--- src/rtl/fetch_unit.sv ---
// Single-issue instruction fetch stage: requests a byte from instruction
// memory, presents it with a valid/ready handshake, and stops on HALT_OP.
module fetch_unit #(
    parameter int          PC_W    = 4,
    parameter logic [3:0]  HALT_OP = 4'b1111,
    parameter int          CNT_W   = 8
) (
    input  logic             clk,
    input  logic             rst,
    input  logic             start,
    output logic             imem_re,
    output logic [PC_W-1:0]  imem_addr,
    input  logic [7:0]       imem_data,
    output logic [7:0]       instr,
    output logic             instr_valid,
    input  logic             instr_ready,
    output logic [PC_W-1:0]  pc,
    output logic             halted,
    output logic [CNT_W-1:0] instr_count
);

    typedef enum logic [2:0] {
        IDLE  = 3'd0,
        REQ   = 3'd1,
        WAIT  = 3'd2,
        ISSUE = 3'd3,
        HALT  = 3'd4
    } state_t;

    localparam logic [CNT_W-1:0] CNT_MAX = {CNT_W{1'b1}};

    state_t           state_q;
    logic             imem_re_q;
    logic [PC_W-1:0]  pc_q;
    logic [PC_W-1:0]  pc_d;
    logic [7:0]       instr_q;
    logic             valid_q;
    logic             halted_q;
    logic [CNT_W-1:0] cnt_q;
    logic [CNT_W-1:0] cnt_d;
    logic             is_halt;

    // pc wraps naturally at 2**PC_W; the counter sticks at its maximum
    assign pc_d    = pc_q + PC_W'(1);
    assign cnt_d   = (cnt_q == CNT_MAX) ? cnt_q : cnt_q + CNT_W'(1);
    assign is_halt = (instr_q[7:4] == HALT_OP);

    always_ff @(posedge clk) begin
        if (rst) begin
            state_q   <= IDLE;
            imem_re_q <= 1'b0;
            pc_q      <= '0;
            instr_q   <= 8'h00;
            valid_q   <= 1'b0;
            halted_q  <= 1'b0;
            cnt_q     <= '0;
        end else begin
            unique case (state_q)
                IDLE: begin
                    if (start) begin
                        state_q   <= REQ;
                        imem_re_q <= 1'b1;
                    end
                end
                REQ: begin
                    state_q   <= WAIT;
                    imem_re_q <= 1'b0;
                end
                WAIT: begin
                    state_q <= ISSUE;
                    instr_q <= imem_data;
                    valid_q <= 1'b1;
                end
                ISSUE: begin
                    if (instr_ready) begin
                        valid_q <= 1'b0;
                        cnt_q   <= cnt_d;
                        if (is_halt) begin
                            state_q  <= HALT;
                            halted_q <= 1'b1;
                        end else begin
                            state_q   <= REQ;
                            imem_re_q <= 1'b1;
                            pc_q      <= pc_d;
                        end
                    end
                end
                HALT: begin
                    state_q <= HALT;
                end
                default: begin
                    state_q   <= IDLE;
                    imem_re_q <= 1'b0;
                    valid_q   <= 1'b0;
                end
            endcase
        end
    end

    assign imem_re     = imem_re_q;
    assign imem_addr   = pc_q;
    assign instr       = instr_q;
    assign instr_valid = valid_q;
    assign pc          = pc_q;
    assign halted      = halted_q;
    assign instr_count = cnt_q;

endmodule

--- config.mk ---
export PLATFORM = sky130hd
export DESIGN_NAME = fetch_unit
export DESIGN_NICKNAME = d
export VERILOG_FILES = /design/src/rtl/fetch_unit.sv
export SDC_FILE = /design/constraint.sdc
export NUM_CORES = 1
export LEC_CHECK = 0
export CORE_UTILIZATION = 47
export DETAILED_ROUTE_END_ITERATION = 12
export HOLD_SLACK_MARGIN = 0.03
export PLACE_DENSITY = 0.81
export REMOVE_ABC_BUFFERS = 1
export SYNTH_ARGS = -nofsm -noshare
export SYNTH_HDL_FRONTEND = slang
export SYNTH_SLANG_ARGS = --single-unit
--- constraint.sdc ---
create_clock -name clk -period 2.75 [get_ports clk]
set_input_delay 0.55 -clock clk [delete_from_list [all_inputs] [get_ports clk]]
set_output_delay 0.55 -clock clk [all_outputs]
set_load 0.005 [all_outputs]
# After elaboration in Yosys (flattened, before gate mapping)
# Index checks and enable logic that the tools add are counted.
totals:
  register_bits: 26
  input_bits: 12
  out_inout_bits: 27
op_classes:
  add_sub_neg: 2
  n_eq_ne: 9
  mux: 10
  bitwise: 4
  n_reduce_logical: 9
ops:
  columns: ["cell", "n"]
  rows:
  - ["3-bit case mux with 5 select lines", 1]
  - ["3-bit two-way mux", 3]
  - ["3-bit AND reduction", 3]
  - ["8-bit by 1-bit adder with 8-bit output (second input constant)", 1]
  - ["8-bit equality test (second input constant)", 1]
  - ["3-bit by 2-bit equality test with 1-bit output (second input constant)", 2]
  - ["2-bit inequality test (second input constant)", 3]
  - ["1-bit case mux with 3 select lines", 2]
  - ["4-bit by 1-bit adder with 4-bit output (second input constant)", 1]
  - ["4-bit equality test (second input constant)", 1]
  - ["1-bit two-way mux", 4]
  - ["1-bit NOT", 4]
  - ["2-bit AND reduction", 2]
  - ["4-bit AND reduction", 1]
  - ["3-bit by 1-bit equality test with 1-bit output (second input constant)", 1]
  - ["3-bit equality test (second input constant)", 1]
  - ["3-bit logical NOT", 1]
  - ["3-bit OR reduction", 1]
  - ["2-bit OR reduction", 1]

# Depth between registers and ports, before layout
# Gate-level depths: netlist of run 1.
logic_depth:
  ltp_word: 4
  ltp_mapped: 6
  ltp_nobuf: 5

# Worst setup path before layout of run 1
# Ideal clock, no wire load.
synth_timing:
  path_type: "input port to flip-flop"
  from: "input port instr_ready"
  to: "register cnt_q[7] (netlist: instr_count[7])"
  setup_time_ns: 0.115
  arrival_ns: 1.247
  slack_ns: 1.388
  stages: 4
  path_cell_list: "and4b_1 > o211ai_2 > o21a_1 > o21ba_1"
synth_via:
  elab_chain_len: 1
synth_lines:
  columns: ["element", "line_no", "rtl"]
  rows:
  - ["start, declared", "16", "input logic instr_ready,"]
  - ["3-bit AND reduction (no source line)", null, null]
  - ["end signal, assigned", "77", "cnt_q <= cnt_d;"]
  - ["end, declared", "39", "logic [CNT_W-1:0] cnt_q;"]
# Every way passes these cells.
# A chain may end at the register's enable or synchronous reset.

# Final worst setup path of run 1
# Same ends and word-level chain as after synthesis.

==> results_dict.tcl, run 1 <==
set metrics [dict create \
    hold_path.class "reg -> reg" \
    end_kind "flip-flop" \
    finalWirelength_um 2250 \
    relSlewSlack_pct 42.5 \
    root_buffer "clkbuf_4" \
    holdCritStartpoint "halted" \
    io_pins 39 \
    r2r_setup_slack_ns 1.07 \
    period_needed_ns 1.91 \
    wl_per_cell_um 12.2 \
    final_nets 171 \
    cts_resized 0 \
    skew_ns 0.00261 \
    final_area_um2 1560 \
    setup_violations 0 \
    cts_tree "yes" \
    drv_cap 0 \
    crit_arrival_ns 2.15 \
    die_h_um 51.4 \
    reg2reg_to "instr_count[7]" \
    grtUsageTotal_pct 18.9 \
    rsz0062_at_grt "false" \
    r2r_cells 4 \
    seq_area_um2 520 \
    synthAdderAreaFrac_pct 2.18 \
    worstPathRequired_ns 2.98 \
    placed_cell_area_um2 1500 \
    core_region_area_um2 2250 \
    crit_type "in -> reg" \
    synth_cell_types 32 \
    syn_avg_cell_area_um2 9.32 \
    postCtsHoldBufs 0 \
    grt_pass1_wl_um 3770 \
    syn_to_final_growth_pct 35.8 \
    finalMaxSlewViolations 0 \
    tightest_slew_ns 0.860 \
    grt_pass1_vias 891 \
    detail-route-antenna-nets 0 \
    vias_per_cell 5.25 \
    clockBufferDepth 2 \
    grt_overflow 0 \
    synth_top_family_by_area "simple AND/OR/NAND/NOR gates" \
    vias 966 \
    r2r_start "state_q[1]" \
    die_area_um2 2640 \
    worstHoldEndpoint "halted" \
    fillCellCount 196 \
    cts_buffers 3 \
    max_freq_mhz 523 \
    worst_setup_path_start_kind "input port" \
    crit_fanout 12 \
    hold_viol 0 \
    cts.sink_count 26 \
    p_per_area_nw_per_um2 492 \
    ys_ff_latch 26 \
    rows 17 \
    ir_drop_mv 0.428 \
    hold_depth 2 \
    gp_congestion 0.823 \
    min_period_over_period_pct 69.6 \
    dpl.hpwl_um 1590 \
    antenna_found_initial 0 \
    power_uw 766 \
    status "finished clean" \
    leakage_uw 0.000614 \
    ctsHtreeMaxLevel 1 \
    dr.first_iter.drc_count 11 \
    clk_latency_ns 0.32 \
    multiInputGateArea_um2 557 \
    synth_compound_area_share_pct 10.2 \
    tns_ns 0 \
    diodes 0 \
    synth_xor_area_share_pct 6.88 \
    synth_area_um2 1150 \
    drc 0 \
    path_clk_slew_ns 0.14 \
    synthCells 123 \
    die_x_um 51.4 \
    drive_gt1_share_pct 4.49 \
    start_util_pct 50.8 \
    yosys-mux-area-fraction_pct 7.86 \
    ys_warn_count 0 \
    drtPass1Iterations 4 \
    grt_max_degree 27 \
    portBuffers 38 \
    synthSimpleGateAreaFrac_pct 21.5 \
    ys_seq_area_share_pct 45.4 \
    cts_setup_buffers 0 \
]
[synth_stat cells]
| master | number | share of area [%] |
|---|---|---|
| nand4_2 | 1 | 1.1 |
| buf_6 | 1 | 0.98 |
| and2_1 | 1 | 0.55 |
| nand2_1 | 6 | 2.0 |
| a21oi_1 | 4 | 1.7 |
| nand2b_1 | 2 | 1.1 |
| and3_1 | 4 | 2.2 |
| o2111ai_1 | 2 | 1.5 |
| nor3_1 | 2 | 0.87 |
| nand4_1 | 1 | 0.55 |
| inv_1 | 1 | 0.33 |
| and4_1 | 2 | 1.5 |
| o21a_1 | 1 | 0.66 |
| mux2i_1 | 9 | 7.9 |
| and4b_1 | 1 | 0.87 |
| nand3_1 | 4 | 1.7 |
| ha_1 | 2 | 2.2 |
| nor4_1 | 1 | 0.55 |
| a22o_1 | 1 | 0.76 |
| nor2_1 | 24 | 7.9 |
| o21ba_1 | 1 | 0.87 |
| clkbuf_1 | 3 | 0.98 |
| a31oi_1 | 2 | 1.1 |
| a22oi_1 | 1 | 0.66 |
| buf_4 | 5 | 3.3 |
| buf_2 | 1 | 0.44 |
| xor2_1 | 9 | 6.9 |
| o21ai_1 | 1 | 0.44 |
| nor3b_1 | 1 | 0.66 |
| o211ai_1 | 2 | 1.3 |
| dfxtp_1 | 26 | 45 |
| o211ai_2 | 1 | 1.1 |
[registers in the layout (all words and copies together), names as in the netlist]
name and flops:
instr 8, instr_count 8, imem_addr 4, state_q 3
halted 1, imem_re 1, instr_valid 1
[critical path, stage by stage]
cell	delay (ns)
clkdlybuf4s50_1	0.52
and4b_1	0.47
o211ai_2	0.20
o21a_1	0.22
o21ba_1	0.18
[kinds of logic after synthesis]
group / after synthesis
adders and majority gates: 2
and+or+nand+nor: 50
muxes: 9
AOI/OAI and AO/OA: 16
xor gates and xnor gates: 9
buffers and inverters: 11
DFF: 26
[area by class of cell]
cell class	instances	area share, %
clock buffers	3	1.45
inverters	1	0.241
clock inverters	1	1.93
well taps	28	2.25
flip-flops and latches	26	33.4
multi-input cells	86	35.8
repair buffers	39	24.9
[how the worst max path moves through the flow]
stage / depth (start not counted) / to / slack, ns / startpoint
floorplan: 3 / instr[0] / 0.96 / state_q[1]
global placement: 5 / instr_count[7] / 0.60 / instr_ready
detailed placement: 5 / instr_count[7] / 0.54 / instr_ready
CTS: 5 / instr_count[7] / 0.85 / instr_ready
global route: 5 / instr_count[7] / 0.76 / instr_ready
finish: 5 / instr_count[7] / 0.84 / instr_ready
[per-stage QoR]
step / util, % / instances / setup WS [ns] / hold slack [ns]
final: 69.0 / 184 / 0.837 / 0.511
after global routing: 69.0 / 184 / 0.758 / 0.538
after CTS: 69.0 / 184 / 0.847 / 0.509
after detailed placement: 66.7 / 180 / 0.536 / 0.488
after global placement: 66.7 / 180 / 0.598 / 0.474
after floorplan: - / 113 / 0.961 / 0.460
[placed cells by master, fill, tap and decap left out, types with 2 or more instances in the layout]
cell type and n:
nor3_1 2, nor2_1 24, xor2_1 9, o211ai_1 2
nand2_1 6, nand3_1 4, clkbuf_4 3, mux2i_1 9
and3_1 4, o2111ai_1 2, a31oi_1 2, a21oi_1 4
dfxtp_1 26, ha_1 2, clkdlybuf4s50_1 38, nand2b_1 2
and4_1 2
[power breakdown]
part           leakage, uW  internal [uW]  total (uW)  switching [uW]
logic             0.000375           58.9        96.0            37.0
clock network    0.0000279            147         261             113
registers         0.000211            393         409            16.1
total             0.000614            599         766             167
[layer usage]
layer	track usage, %	share of wire [%]	up-vias
met5	0	0	-
met4	9.46	2.0	0
met3	1.79	3.7	5
met2	33.1	50	31
met1	22.7	45	442
li1	-	-	488
No activity file was read; power rests on OpenSTA's default activity.
==> inputs of run 2 (changes only) <==
- CORE_UTILIZATION: 47 -> 44
- PLACE_DENSITY: 0.81 -> 0.77
- clock period: 2.75 -> 1.84 ns (I/O delays scaled with it)
==> results_dict.tcl, run 2 (synthesis gave the netlist of run 1 again) <==
set metrics [dict create \
    cts_setup_buffers 0 \
    grtUsageTotal_pct 18.9 \
    portBuffers 38 \
    hold_viol 0 \
    tightest_slew_ns 0.437 \
    die_x_um 53.0 \
    worstPathRequired_ns 1.47 \
    grt_pass1_wl_um 3760 \
    wl_per_cell_um 12.2 \
    die_area_um2 2810 \
    critPathMaxStageDelay_ns 0.55 \
    crit_type "reg -> out" \
    power_frac_comb_pct 15.0 \
    final_nets 174 \
    ctsHtreeMaxLevel 1 \
    cts_resized 0 \
    crit_arrival_ns 1.34 \
    layout_commonest_cell "clkdlybuf4s50_1" \
    vias 954 \
    status "finished clean" \
    switchingPower_uw 243 \
    detail-route-antenna-nets 0 \
    dpl.hpwl_um 1710 \
    grt_overflow 0 \
    seqPwrFrac_pct 61.2 \
    grt_max_degree 14 \
    syn_to_final_growth_pct 35.4 \
    crit_chain "clkdlybuf4s50_1" \
    postCtsHoldBufs 0 \
    path_delay_family "buffers and inverters" \
    cp_num_buf_inv 1 \
    power.internal_uw 756 \
    drv_cap 0 \
    clkPwrFrac_pct 23.8 \
    worst_setup_path_start_kind "flip-flop" \
    pre_cts_ws_ns -0.0388 \
    clockBufferDepth 2 \
    hold_path.class "reg -> reg" \
    min_period_over_period_pct 92.9 \
    p_per_area_nw_per_um2 644 \
    start_util_pct 46.3 \
    vias_per_cell 5.07 \
    die_h_um 53.0 \
    io_pins 39 \
    max_freq_mhz 585 \
    cp_slowest_cell "clkdlybuf4s50_1" \
    final_area_um2 1550 \
    grt_pass1_vias 849 \
    antenna_found_initial 0 \
    switching_share_pct 24.3 \
    clk_latency_ns 0.32 \
    leakage_uw 0.000615 \
    drc 0 \
    diodes 0 \
    setup_ws_ns 0.131 \
    setup_violations 0 \
    drtPass1Iterations 4 \
    end_kind "output port" \
    placed_cell_area_um2 1530 \
    power_uw 998 \
    gp_congestion 0.879 \
    finalMaxSlewViolations 0 \
    rows 18 \
    crit_fanout 6 \
    utilization_pct 62.6 \
    ir_drop_mv 0.549 \
    hold_ws_ns 0.496 \
    relSlewSlack_pct 70.8 \
    cts_buffers 3 \
    final_cell_mix "clkdlybuf4s50_1 (38), dfxtp_1 (26), nor2_1 (24), mux2i_1 (9), xor2_1 (9)" \
    finalWirelength_um 2290 \
    drive_gt1_share_pct 5.70 \
    period_needed_ns 1.71 \
    cts.sink_count 26 \
    root_buffer "clkbuf_4" \
    dr.first_iter.drc_count 9 \
    rsz0062_at_grt "false" \
    path_clk_slew_ns 0.13 \
    skew_ns 0.00390 \
    core_region_area_um2 2480 \
    cts_tree "yes" \
]
[run 2: changes by cell type in the layout (fill, tap and decap cells not counted)]
| cell | delta |
|---|---|
| buf_4 | +3 |
| bufinv_16 | -1 |
[run 2: path summary, 6_finish.rpt]
path	start	to	slack, ns	cells after the start
worst min register to register	halted	halted	0.50	2
worst max register to register	instr_count[0]	instr_count[1]	0.33	5
worst min-delay path	halted	halted	0.50	2
worst max-delay path	instr_count[3]	instr_count[3]	0.13	1
[run 2: power by group through the flow]
| stage | sequential [uW] | combinational, uW | clock [uW] |
|---|---|---|---|
| 2_1_floorplan | 621 | 61.4 | 0 |
| 3_3_place_gp | 622 | 147 | 0 |
| 3_5_place_dp | 623 | 150 | 0 |
| 4_1_cts | 611 | 151 | 242 |
| 5_1_grt | 616 | 165 | 271 |
| 6_report | 611 | 149 | 238 |
[run 2: final cells by class]
class	count	area (um^2)
clock buffer	3	22.5
fill	210	926
inverter	1	3.75
multi-input combinational	86	557
sequential	26	520
tap	30	37.5
timing repair buffer	42	410
[run 2: layer usage]
| metal | vias to the layer above | GRT usage, % | wire, um |
|---|---|---|---|
| met1 | 432 | 22.7 | 1030 |
| li1 | 494 | - | - |
| met4 | 0 | 13.2 | 70 |
| met3 | 4 | 2.01 | 70 |
| met5 | - | 0 | 0 |
| met2 | 24 | 31.0 | 1120 |
[run 2: metrics by stage]
stage | TNS [ns] | instances
floorplan | 0 | 113
global route | 0 | 188
CTS | 0 | 188
finish | 0 | 188
detailed placement | -0.0629 | 185
global placement | -0.00121 | 185
==> inputs of run 3 (changes only) <==
- ABC_AREA: unset -> 1
- CORE_UTILIZATION: 44 -> 46
- PLACE_DENSITY: 0.77 -> 0.78
- RECOVER_POWER: unset -> 25
==> results_dict.tcl, run 3 <==
set metrics [dict create \
    grt_overflow 0 \
    syn_to_final_growth_pct 30.3 \
    max_freq_mhz 594 \
    drc 0 \
    cts.sink_count 26 \
    grt_pass1_vias 1138 \
    finalWirelength_um 2850 \
    crit_arrival_ns 1.32 \
    yosys.area.top_type "dfxtp_1" \
    clk_latency_ns 0.33 \
    startpoint "imem_addr[0]" \
    cp_num_buf_inv 1 \
    gp_congestion 0.771 \
    ys_warn_count 0 \
    drv_cap 0 \
    crit_fanout 5 \
    path_delay_family "buffers and inverters" \
    grtUsageTotal_pct 22.2 \
    tightest_slew_ns 0.398 \
    skew_ns 0.0104 \
    holdCritStartpoint "halted" \
    synth_top_cell_area_share_pct 40.9 \
    rsz0062_at_grt "false" \
    cts_buffers 3 \
    min_period_over_period_pct 91.5 \
    period_needed_ns 1.68 \
    detail-route-antenna-nets 0 \
    hold_viol 0 \
    drtPass1Iterations 4 \
    clockBufferDepth 2 \
    worst_setup_path_start_kind "flip-flop" \
    synthTopCellsByArea "dfxtp_1 (41%), nand2_1 (11%), nor2_1 (10%)" \
    setup_violations 0 \
    cts_resized 0 \
    leakage_uw 0.000677 \
    status "finished clean" \
    async_flop_share_pct 0 \
    ctsHtreeMaxLevel 1 \
    die_x_um 54.6 \
    ys_ff_latch 26 \
    relSlewSlack_pct 73.5 \
    path_clk_slew_ns 0.15 \
    cts_setup_buffers 0 \
    cp_slowest_cell "clkdlybuf4s50_1" \
    wl_per_cell_um 11.5 \
    diodes 0 \
    portBuffers 38 \
    die_area_um2 2980 \
    critPathMaxStageDelay_ns 0.54 \
    worstPathRequired_ns 1.47 \
    synth_edf_count 0 \
    ys_seq_area_share_pct 40.9 \
    synthCells 180 \
    vias_per_cell 5.03 \
    dpl.hpwl_um 2190 \
    final_cell_mix "nand2_1 (38), clkdlybuf4s50_1 (38), nor2_1 (34), dfxtp_1 (26), inv_1 (19)" \
    yosysMostFrequentCell "nand2_1" \
    synth_cell_types 23 \
    power_uw 1170 \
    crit_type "reg -> out" \
    multiInputGateArea_um2 593 \
    drive_gt1_share_pct 5.99 \
    die_h_um 54.6 \
    grt_pass1_wl_um 4610 \
    synthTopCellsByCount "nand2_1 (37), nor2_1 (34), dfxtp_1 (26), inv_1 (18), a21oi_1 (15)" \
    end_kind "output port" \
    core_region_area_um2 2540 \
    tns_ns 0 \
    dr.first_iter.drc_count 19 \
    synth_area_um2 1270 \
    r2r_start "state_q[0]" \
    antenna_found_initial 0 \
    cts_tree "yes" \
    ir_drop_mv 0.546 \
    rows 18 \
    vias 1242 \
    seq_area_um2 520 \
    p_per_area_nw_per_um2 703 \
    syn_avg_cell_area_um2 7.07 \
    fillCellCount 223 \
    final_nets 232 \
    synth_top_flop_cell "dfxtp_1" \
    grt_max_degree 15 \
    finalMaxSlewViolations 0 \
    crit_chain "clkdlybuf4s50_1" \
    root_buffer "clkbuf_4" \
    start_util_pct 50.0 \
    hold_path.class "reg -> reg" \
    io_pins 39 \
    postCtsHoldBufs 0 \
]
[run 3: through the flow]
step           std cells  hold slack, ns  worst slack (ns)  utilization (%)  cell area (um^2)
2_1_floorplan        173           0.437             0.555                -              1230
3_3_place_gp         243           0.441             0.343             65.3              1660
3_5_place_dp         243           0.451             0.295             65.3              1660
4_1_cts              247           0.472             0.138             66.8              1700
5_1_grt              247           0.496            0.0996             65.1              1660
6_report             247           0.473             0.155             65.1              1660
[run 3: cells by family after synthesis]
| family | synth area share [%] |
|---|---|
| buf+inv | 9.24 |
| xor+xnor | 2.75 |
| simple gates | 33.5 |
| compound gates | 11.6 |
| flops | 40.9 |
| fa+ha+maj | 1.97 |
[run 3: metal layers]
| metal | GRT usage, % | vias to the layer above | share of wire [%] |
|---|---|---|---|
| li1 | - | 645 | - |
| met3 | 3.61 | 5 | 3.1 |
| met5 | 0 | - | 0 |
| met2 | 39.4 | 23 | 51 |
| met1 | 24.2 | 569 | 44 |
| met4 | 13.7 | 0 | 2.2 |
[run 3: worst paths after layout]
path              slack, ns  depth (start not counted)       to
setup reg to reg       0.33                          7  imem_re
hold reg to reg        0.47                          2   halted
setup / recovery       0.16                          1    pc[0]
hold / removal         0.47                          2   halted
[run 3: power breakdown]
group          switching [uW]  internal, uW
clock                     175           121
combinational             114           122
sequential               30.9           603
total                     320           846
[run 3: final cells by class]
class                           count  area share, %
Multi-Input combinational cell    127           35.8
Sequential cell                    26           31.4
Timing Repair Buffer               40           23.8
Inverter                           20           4.53
Tap cell                           30           2.26
Clock buffer                        4           2.19
